`src/rtl/fpmult_pkg.sv`:
```
// fpmult_pkg: shared constants and helpers for the fpmult pipeline.
// Class codes, flag bit positions, bias/limit and canonical qNaN builders.
package fpmult_pkg;

   localparam logic [1:0] CLS_ZERO = 2'd0;
   localparam logic [1:0] CLS_NORM = 2'd1;
   localparam logic [1:0] CLS_INF  = 2'd2;
   localparam logic [1:0] CLS_NAN  = 2'd3;

   localparam int FLG_INV = 3;
   localparam int FLG_OVF = 2;
   localparam int FLG_UNF = 1;
   localparam int FLG_INX = 0;

   function automatic int bias(input int ew);
      return (1 << (ew - 1)) - 1;
   endfunction

   function automatic int exp_max(input int ew);
      return (1 << ew) - 1;
   endfunction

   // Positive sign, all-ones exponent, only the fraction MSB set.
   function automatic logic [63:0] qnan(input int ew, input int mw);
      return (((64'd1 << ew) - 64'd1) << mw) | (64'd1 << (mw - 1));
   endfunction

endpackage

```
`src/rtl/fpmult_if.sv`:
```
// fpmult_if: operand/result handshake bundle for fpmult_pipe.
// The flags signal exists only when FPMULT_FLAGS_EN is defined.
interface fpmult_if #(
   parameter int W = 32
);
   logic         in_valid;
   logic         in_ready;
   logic [W-1:0] a;
   logic [W-1:0] b;
   logic         out_valid;
   logic         out_ready;
   logic [W-1:0] y;
`ifdef FPMULT_FLAGS_EN
   logic [3:0]   flags;

   modport master (
      output in_valid, a, b, out_ready,
      input  in_ready, out_valid, y, flags
   );
   modport slave (
      input  in_valid, a, b, out_ready,
      output in_ready, out_valid, y, flags
   );
`else
   modport master (
      output in_valid, a, b, out_ready,
      input  in_ready, out_valid, y
   );
   modport slave (
      input  in_valid, a, b, out_ready,
      output in_ready, out_valid, y
   );
`endif
endinterface

```
`src/rtl/fpmult_round.sv`:
```
// fpmult_round: normalise, round-to-nearest-even, range check and pack.
// Flag outputs are present only when FPMULT_FLAGS_EN is defined.
module fpmult_round
   import fpmult_pkg::*;
#(
   parameter int EXP_W = 8,
   parameter int MAN_W = 23
) (
   input  logic                   i_sign,
   input  logic [EXP_W+1:0]       i_e,
   input  logic [2*MAN_W+1:0]     i_p,
   input  logic                   i_spec,
   input  logic [EXP_W+MAN_W:0]   i_spec_y,
`ifdef FPMULT_FLAGS_EN
   input  logic                   i_inv,
   output logic [3:0]             o_flags,
`endif
   output logic [EXP_W+MAN_W:0]   o_y
);

   localparam int PW  = 2 * MAN_W + 2;
   localparam int EW2 = EXP_W + 2;
   localparam logic [EXP_W:0] EMAX = (EXP_W + 1)'(exp_max(EXP_W));

   logic [PW-2:0]    w_pn;
   logic [MAN_W-1:0] w_frac;
   logic [MAN_W-1:0] w_frac_r;
   logic             w_g;
   logic             w_s;
   logic             w_up;
   logic             w_cy;
   logic [EW2-1:0]   w_e1;
   logic             w_ovf;
   logic             w_unf;

   // Product lies in [1,4); drop the leading one after normalising.
   assign w_pn   = i_p[PW-1] ? i_p[PW-2:0] : {i_p[PW-3:0], 1'b0};
   assign w_frac = w_pn[PW-2 -: MAN_W];
   assign w_g    = w_pn[MAN_W];
   assign w_s    = |w_pn[MAN_W-1:0];
   assign w_up   = w_g & (w_s | w_frac[0]);

   assign {w_cy, w_frac_r} = {1'b0, w_frac} + (MAN_W + 1)'(w_up);

   assign w_e1  = i_e + EW2'(i_p[PW-1]) + EW2'(w_cy);
   assign w_ovf = ~w_e1[EW2-1] & (w_e1[EXP_W:0] >= EMAX);
   assign w_unf = w_e1[EW2-1] | (w_e1 == '0);

   always_comb begin
      o_y = {i_sign, w_e1[EXP_W-1:0], w_frac_r};
      if (i_spec)
         o_y = i_spec_y;
      else if (w_ovf)
         o_y = {i_sign, {EXP_W{1'b1}}, {MAN_W{1'b0}}};
      else if (w_unf)
         o_y = {i_sign, {(EXP_W + MAN_W){1'b0}}};
   end

`ifdef FPMULT_FLAGS_EN
   always_comb begin
      o_flags = '0;
      if (i_spec) begin
         o_flags[FLG_INV] = i_inv;
      end else if (w_ovf) begin
         o_flags[FLG_OVF] = 1'b1;
         o_flags[FLG_INX] = 1'b1;
      end else if (w_unf) begin
         o_flags[FLG_UNF] = 1'b1;
         o_flags[FLG_INX] = 1'b1;
      end else begin
         o_flags[FLG_INX] = w_g | w_s;
      end
   end
`endif

endmodule

```
`src/rtl/fpmult_pipe.sv`:
```
// fpmult_pipe: 3-stage parametrised FP multiplier with valid/ready back-pressure.
// Define FPMULT_FLAGS_EN to add the {invalid,overflow,underflow,inexact} flags port.
module fpmult_pipe
   import fpmult_pkg::*;
#(
   parameter int EXP_W = 8,
   parameter int MAN_W = 23
) (
   input logic     clk,
   input logic     rst,
   fpmult_if.slave bus
);

   localparam int W   = 1 + EXP_W + MAN_W;
   localparam int MW  = MAN_W + 1;
   localparam int PW  = 2 * MW;
   localparam int EW2 = EXP_W + 2;
   localparam logic [EW2-1:0] BIAS_E = EW2'(bias(EXP_W));
   localparam logic [W-1:0]   QNAN   = W'(qnan(EXP_W, MAN_W));

   function automatic logic [1:0] cls(input logic [EXP_W-1:0] e,
                                      input logic [MAN_W-1:0] f);
      if (e == '0) return CLS_ZERO;
      if (&e) return (f == '0) ? CLS_INF : CLS_NAN;
      return CLS_NORM;
   endfunction

   logic [1:0]     w_ca, w_cb;
   logic           w_sign;
   logic [EW2-1:0] w_e;
   logic           w_nan_case;
   logic           w_spec;
   logic [W-1:0]   w_spec_y;
   logic           w_rdy1, w_rdy2, w_rdy3;
   logic [W-1:0]   w_y;

   logic           r1_v, r1_sign, r1_spec;
   logic [MW-1:0]  r1_ma, r1_mb;
   logic [EW2-1:0] r1_e;
   logic [W-1:0]   r1_spec_y;
   logic           r2_v, r2_sign, r2_spec;
   logic [PW-1:0]  r2_p;
   logic [EW2-1:0] r2_e;
   logic [W-1:0]   r2_spec_y;
   logic           r3_v;
   logic [W-1:0]   r3_y;
`ifdef FPMULT_FLAGS_EN
   logic           r1_inv, r2_inv;
   logic [3:0]     w_flags, r3_flags;
`endif

   assign w_ca   = cls(bus.a[W-2 -: EXP_W], bus.a[MAN_W-1:0]);
   assign w_cb   = cls(bus.b[W-2 -: EXP_W], bus.b[MAN_W-1:0]);
   assign w_sign = bus.a[W-1] ^ bus.b[W-1];
   assign w_e    = EW2'(bus.a[W-2 -: EXP_W]) + EW2'(bus.b[W-2 -: EXP_W]) - BIAS_E;

   assign w_nan_case = (w_ca == CLS_NAN) | (w_cb == CLS_NAN) |
                       (w_ca == CLS_INF & w_cb == CLS_ZERO) |
                       (w_ca == CLS_ZERO & w_cb == CLS_INF);

   always_comb begin
      w_spec   = 1'b1;
      w_spec_y = {w_sign, {(W - 1){1'b0}}};
      if (w_nan_case)
         w_spec_y = QNAN;
      else if (w_ca == CLS_INF || w_cb == CLS_INF)
         w_spec_y = {w_sign, {EXP_W{1'b1}}, {MAN_W{1'b0}}};
      else if (w_ca != CLS_ZERO && w_cb != CLS_ZERO)
         w_spec = 1'b0;
   end

   // Each stage may advance when empty or when its successor advances.
   assign w_rdy3 = ~r3_v | bus.out_ready;
   assign w_rdy2 = ~r2_v | w_rdy3;
   assign w_rdy1 = ~r1_v | w_rdy2;

   assign bus.in_ready  = w_rdy1;
   assign bus.out_valid = r3_v;
   assign bus.y         = r3_y;

   fpmult_round #(
      .EXP_W (EXP_W),
      .MAN_W (MAN_W)
   ) u_round (
      .i_sign   (r2_sign),
      .i_e      (r2_e),
      .i_p      (r2_p),
      .i_spec   (r2_spec),
      .i_spec_y (r2_spec_y),
`ifdef FPMULT_FLAGS_EN
      .i_inv    (r2_inv),
      .o_flags  (w_flags),
`endif
      .o_y      (w_y)
   );

`ifdef FPMULT_FLAGS_EN
   assign bus.flags = r3_flags;
`endif

   always_ff @(posedge clk or negedge rst) begin
      if (!rst) begin
         r1_v      <= 1'b0;
         r1_sign   <= 1'b0;
         r1_spec   <= 1'b0;
         r1_ma     <= '0;
         r1_mb     <= '0;
         r1_e      <= '0;
         r1_spec_y <= '0;
         r2_v      <= 1'b0;
         r2_sign   <= 1'b0;
         r2_spec   <= 1'b0;
         r2_p      <= '0;
         r2_e      <= '0;
         r2_spec_y <= '0;
         r3_v      <= 1'b0;
         r3_y      <= '0;
`ifdef FPMULT_FLAGS_EN
         r1_inv    <= 1'b0;
         r2_inv    <= 1'b0;
         r3_flags  <= '0;
`endif
      end else begin
         if (w_rdy1) begin
            r1_v <= bus.in_valid;
            if (bus.in_valid) begin
               r1_sign   <= w_sign;
               r1_spec   <= w_spec;
               r1_spec_y <= w_spec_y;
               r1_ma     <= {1'b1, bus.a[MAN_W-1:0]};
               r1_mb     <= {1'b1, bus.b[MAN_W-1:0]};
               r1_e      <= w_e;
`ifdef FPMULT_FLAGS_EN
               r1_inv    <= w_nan_case;
`endif
            end
         end
         if (w_rdy2) begin
            r2_v <= r1_v;
            if (r1_v) begin
               r2_sign   <= r1_sign;
               r2_spec   <= r1_spec;
               r2_spec_y <= r1_spec_y;
               r2_p      <= PW'(r1_ma) * PW'(r1_mb);
               r2_e      <= r1_e;
`ifdef FPMULT_FLAGS_EN
               r2_inv    <= r1_inv;
`endif
            end
         end
         if (w_rdy3) begin
            r3_v <= r2_v;
            if (r2_v) begin
               r3_y <= w_y;
`ifdef FPMULT_FLAGS_EN
               r3_flags <= w_flags;
`endif
            end
         end
      end
   end

endmodule

```
`src/flat_wrapper.sv`:
```
// flat-port wrapper written by rule: the top's interface ports become plain ports
module fpmult_pipe_flat import fpmult_pkg::*;
#(
   parameter int EXP_W = 8,
   parameter int MAN_W = 23
)
  (clk, rst, bus_in_valid, bus_a, bus_b, bus_out_ready, bus_in_ready, bus_out_valid, bus_y);
  fpmult_if #(.W(32)) bus_i ();
  input logic clk;
  input logic rst;
  input wire logic [$bits(bus_i.in_valid)-1:0] bus_in_valid;
  input wire logic [$bits(bus_i.a)-1:0] bus_a;
  input wire logic [$bits(bus_i.b)-1:0] bus_b;
  input wire logic [$bits(bus_i.out_ready)-1:0] bus_out_ready;
  output wire logic [$bits(bus_i.in_ready)-1:0] bus_in_ready;
  output wire logic [$bits(bus_i.out_valid)-1:0] bus_out_valid;
  output wire logic [$bits(bus_i.y)-1:0] bus_y;
  assign bus_i.in_valid = bus_in_valid;
  assign bus_i.a = bus_a;
  assign bus_i.b = bus_b;
  assign bus_i.out_ready = bus_out_ready;
  assign bus_in_ready = bus_i.in_ready;
  assign bus_out_valid = bus_i.out_valid;
  assign bus_y = bus_i.y;
  fpmult_pipe #(.EXP_W(EXP_W), .MAN_W(MAN_W)) u_core (.clk(clk), .rst(rst), .bus(bus_i));
endmodule
```
`config.mk`:
```
export PLATFORM = sky130hd
export DESIGN_NAME = fpmult_pipe_flat
export DESIGN_NICKNAME = d
export VERILOG_FILES = /design/src/rtl/fpmult_pkg.sv /design/src/rtl/fpmult_if.sv /design/src/rtl/fpmult_round.sv /design/src/rtl/fpmult_pipe.sv /design/src/flat_wrapper.sv
export SDC_FILE = /design/constraint.sdc
export NUM_CORES = 2
export LEC_CHECK = 0
export ABC_AREA = 1
export ABC_CLOCK_PERIOD_IN_PS = 7580
export BUFFER_PORTS_ARGS = -buffer_cell sky130_fd_sc_hd__buf_2
export CAP_MARGIN = 20
export CORE_MARGIN = 8
export CORE_UTILIZATION = 45
export DETAILED_ROUTE_END_ITERATION = 8
export PLACE_DENSITY = 0.6
export SYNTH_ARGS = -nofsm -noshare
export SYNTH_HDL_FRONTEND = slang
export SYNTH_SLANG_ARGS = --single-unit
export TNS_END_PERCENT = 50
```
`constraint.sdc`:
```
create_clock -name clk -period 7.58 [get_ports clk]
set_clock_uncertainty 0.1 [all_clocks]
set_input_delay 0.758 -clock clk [delete_from_list [all_inputs] [get_ports clk]]
set_output_delay 0.758 -clock clk [all_outputs]
set_load 0.02 [all_outputs]
```
==> key figures <==
Global routing
  • Largest net degree at the start of global routing: 101
  • First-pass GRT wire length: 131000 um
  • Total gr overflow: 0
  • Vias in the first global route: 23.7k
  • Initial antenna violation count: 1
  • Total GRT Usage: 0.234

Worst setup path
  • Crit start category: flop
  • Critical path arrival: 7.17 ns
  • CP Capture Type: flop
  • CP max stage delay: 0.92 ns
  • Delay-heaviest family, CP: adder cells
  • CP Max Fanout: 21
  • WP data required: 7.84 ns
  • Slowest library cell on the worst path: dfrtp_1
  • CP Buf/Inv Count: 7
  • Critical path class: reg2reg

STA
  • Unrepaired setup endpoints after global routing: false
  • Final Hold Fails: 0
  • Final period utilization: 0.912
  • Pins Over Slew Limit: 0
  • FMAX: 145 MHz
  • Final setup viols: 0
  • Fin Setup TNS: 0 ns
  • Relative slew slack: 0.318
  • Transition time of the tightest slew-check pin: 1.02 ns
  • Fin crit period: 6.91 ns

Flow run
  • Max cap viols: 0

Hold path
  • Worst hold path class: in2async

Routing
  • Post-DR vias/cell: 4.87
  • Initial DRC Count: 1800
  • WL per Instance: 16.9 um
  • Routed Antenna Nets: 0
  • Drt pass-1 iters: 7
  • Drt total wl: 79600 um
  • Vias: 23.0k
  • DRC: 0

Floorplanning
  • Die area: 71300 um^2
  • IO Pins: 102
  • Die Width: 267 um
  • Core Box Area: 62700 um^2
  • Site Rows: 92
  • Starting density of the core: 0.452
  • Die Ht: 267 um

Clock tree
  • Worst skew pair latency: 0.47 ns
  • # Post-CTS Setup Buffers: 0
  • Clock-pin slew on the worst setup and hold paths: 0.08 ns
  • Clock Tree Buf Depth: 2
  • CTS H-Tree Depth: 4
  • CTS tree: built
  • Root Driver: clkbuf_16
  • Total CTS buffers: 17
  • Resized cells post-CTS: 0
  • CTS Sinks: 160
  • Hold-fix buffers, CTS: 0

Finish
  • Layout area overhead: 7.06%
  • Fin nets: 4593
  • Fin area: 30400 um^2
  • Fraction of layout cells with a size suffix above 1: 0.0623
  • Antenna diodes: 0
  • Filler instances: 6323
  • Fin cells: 4715

Place
  • Post-DP Area: 29700 um^2
  • Placed wire-length estimate: 66200 um
  • Placed Instances: 4680
  • Port Buffers: 101
  • GPL Wtd Cong: 0.915

Logic synthesis
  • Synthesis Warnings: 0
  • Cells after synthesis: 3853
  • Cell taking the most area after synthesis: fa_1
  • Yosys cell types: 38
  • Area contributors post-synth: fa_1 34%, nand2_1 16%, dfrtp_1 14%
  • Area share of the largest cell type after synthesis: 0.342
  • Syn_nets: 4590
  • Synth Register Bits: 160
  • Seq/Total Area, Yosys: 0.141
  • Avg Synthesized Cell Area: 7.36 um^2
  • Mapped cell area: 28400 um^2

Status
  • Status: finished clean
## routing by layer
layer / up-vias / track usage / wire length, um
met5: - / 0 / 11
met4: 2 / 0.0647 / 2260
met3: 80 / 0.0430 / 6030
met2: 688 / 0.371 / 35800
met1: 11200 / 0.328 / 35500
li1: 11000 / - / -
## cells in the final DEF (no fill, tap or decap), drive strengths merged
cell    count
ha        185
nand4      40
a21oi      64
clkbuf     17
a31oi       3
fa        484
o21ai     146
a32oi       1
buf       167
o21a        2
nand3b      7
and2        2
nor3       10
nand2b      1
o22ai       2
nor2      165
o21bai      9
or2         9
dfrtp     160
inv      1060
bufinv      1
a21o        2
xnor2      20
nand3      97
xor2       20
clkinv      5
and3        1
nand2    1183
nor4        6
## path summary, 6_finish.rpt
| path | end | startpoint | depth (start not counted) | slack (ns) |
|---|---|---|---|---|
| worst max-delay path | u_core.r2_p[39]$_DFFE_PN0P_ | u_core.r1_ma[11]$_DFFE_PN0P_ | 26 | 0.67 |
| worst min-delay path | u_core.r1_e[6]$_DFFE_PN0P_ | rst | 1 | 0.27 |
| worst max register to register | u_core.r2_p[39]$_DFFE_PN0P_ | u_core.r1_ma[11]$_DFFE_PN0P_ | 26 | 0.67 |
| worst min register to register | u_core.bus.y[5]$_DFFE_PN0P_ | u_core.bus.y[5]$_DFFE_PN0P_ | 2 | 0.38 |
| max in group asynchronous | u_core.r1_ma[16]$_DFFE_PN0P_ | rst | 3 | 5.89 |
| min in group clk | u_core.bus.y[5]$_DFFE_PN0P_ | u_core.bus.y[5]$_DFFE_PN0P_ | 2 | 0.38 |
## cell type report
class	instances	area, um^2	area share
multi-input combinational	2459	19700	0.649
inverter	1051	3950	0.130
tap	846	1060	0.0349
clock inverter	15	169	0.00556
sequential	160	4010	0.132
clock buffer	17	425	0.0140
timing repair buffer	167	1070	0.0351
## cells in the mapped netlist, drive strengths merged
master / instances
a21o: 2
a21oi: 64
a31oi: 3
a32oi: 1
and2: 2
and3: 1
buf: 22
clkbuf: 161
dfrtp: 160
fa: 484
ha: 185
inv: 1051
nand2: 1183
nand2b: 1
nand3: 97
nand3b: 7
nand4: 40
nor2: 165
nor3: 10
nor4: 6
o21a: 2
o21ai: 146
o21bai: 9
o22ai: 2
or2: 9
xnor2: 20
xor2: 20
## stage by stage
| step | hold slack [ns] | utilization | setup slack (ns) |
|---|---|---|---|
| floorplan | 0.342 | - | 1.44 |
| global placement | 0.358 | 0.473 | 0.571 |
| detailed placement | 0.363 | 0.473 | 0.541 |
| CTS | 0.302 | 0.483 | 0.496 |
| global route | 0.343 | 0.484 | 0.176 |
| finish | 0.274 | 0.484 | 0.670 |
## cells by family (layout without fill, tap and decap cells)
group / after synthesis / after routing / share of synthesized area
buf+inv: 1234 / 1250 / 0.165
simple gates: 1521 / 1521 / 0.215
compound gates: 229 / 229 / 0.0432
flops: 160 / 160 / 0.141
xor+xnor: 40 / 40 / 0.0123
fa+ha+maj: 669 / 669 / 0.423
## state kept, by name (all words and copies together) (netlist names)
name                  count
u_core.r2_sign            1
u_core.r1_spec            1
u_core.r2_p              48
u_core.r2_spec_y          3
u_core.r2_v               1
u_core.r2_e              10
u_core.r1_sign            1
u_core.r2_spec            1
u_core.r1_mb             24
u_core.r1_spec_y          3
u_core.bus.out_valid      1
u_core.bus.y             32
u_core.r1_v               1
u_core.r1_ma             23
u_core.r1_e              10
## worst reg2reg max path: stages (launching register included)
cell	delay [ns]
dfrtp_1	0.92
buf_4	0.28
nand2_1	0.08
fa_1	0.52
inv_1	0.05
fa_1	0.48
inv_1	0.06
fa_1	0.55
fa_1	0.45
fa_1	0.57
inv_1	0.05
fa_1	0.47
inv_1	0.05
fa_1	0.47
inv_1	0.04
ha_1	0.36
nand2_1	0.12
inv_1	0.11
nand2_1	0.07
nor3_1	0.41
nand4_1	0.15
nand3_1	0.16
nand2_1	0.08
nand2_1	0.06
nand2_1	0.04
nand3_1	0.07
nand2_1	0.05
Power is not shown: default switching activity piles up to over one toggle a cycle in this logic, so the estimate is an artifact.
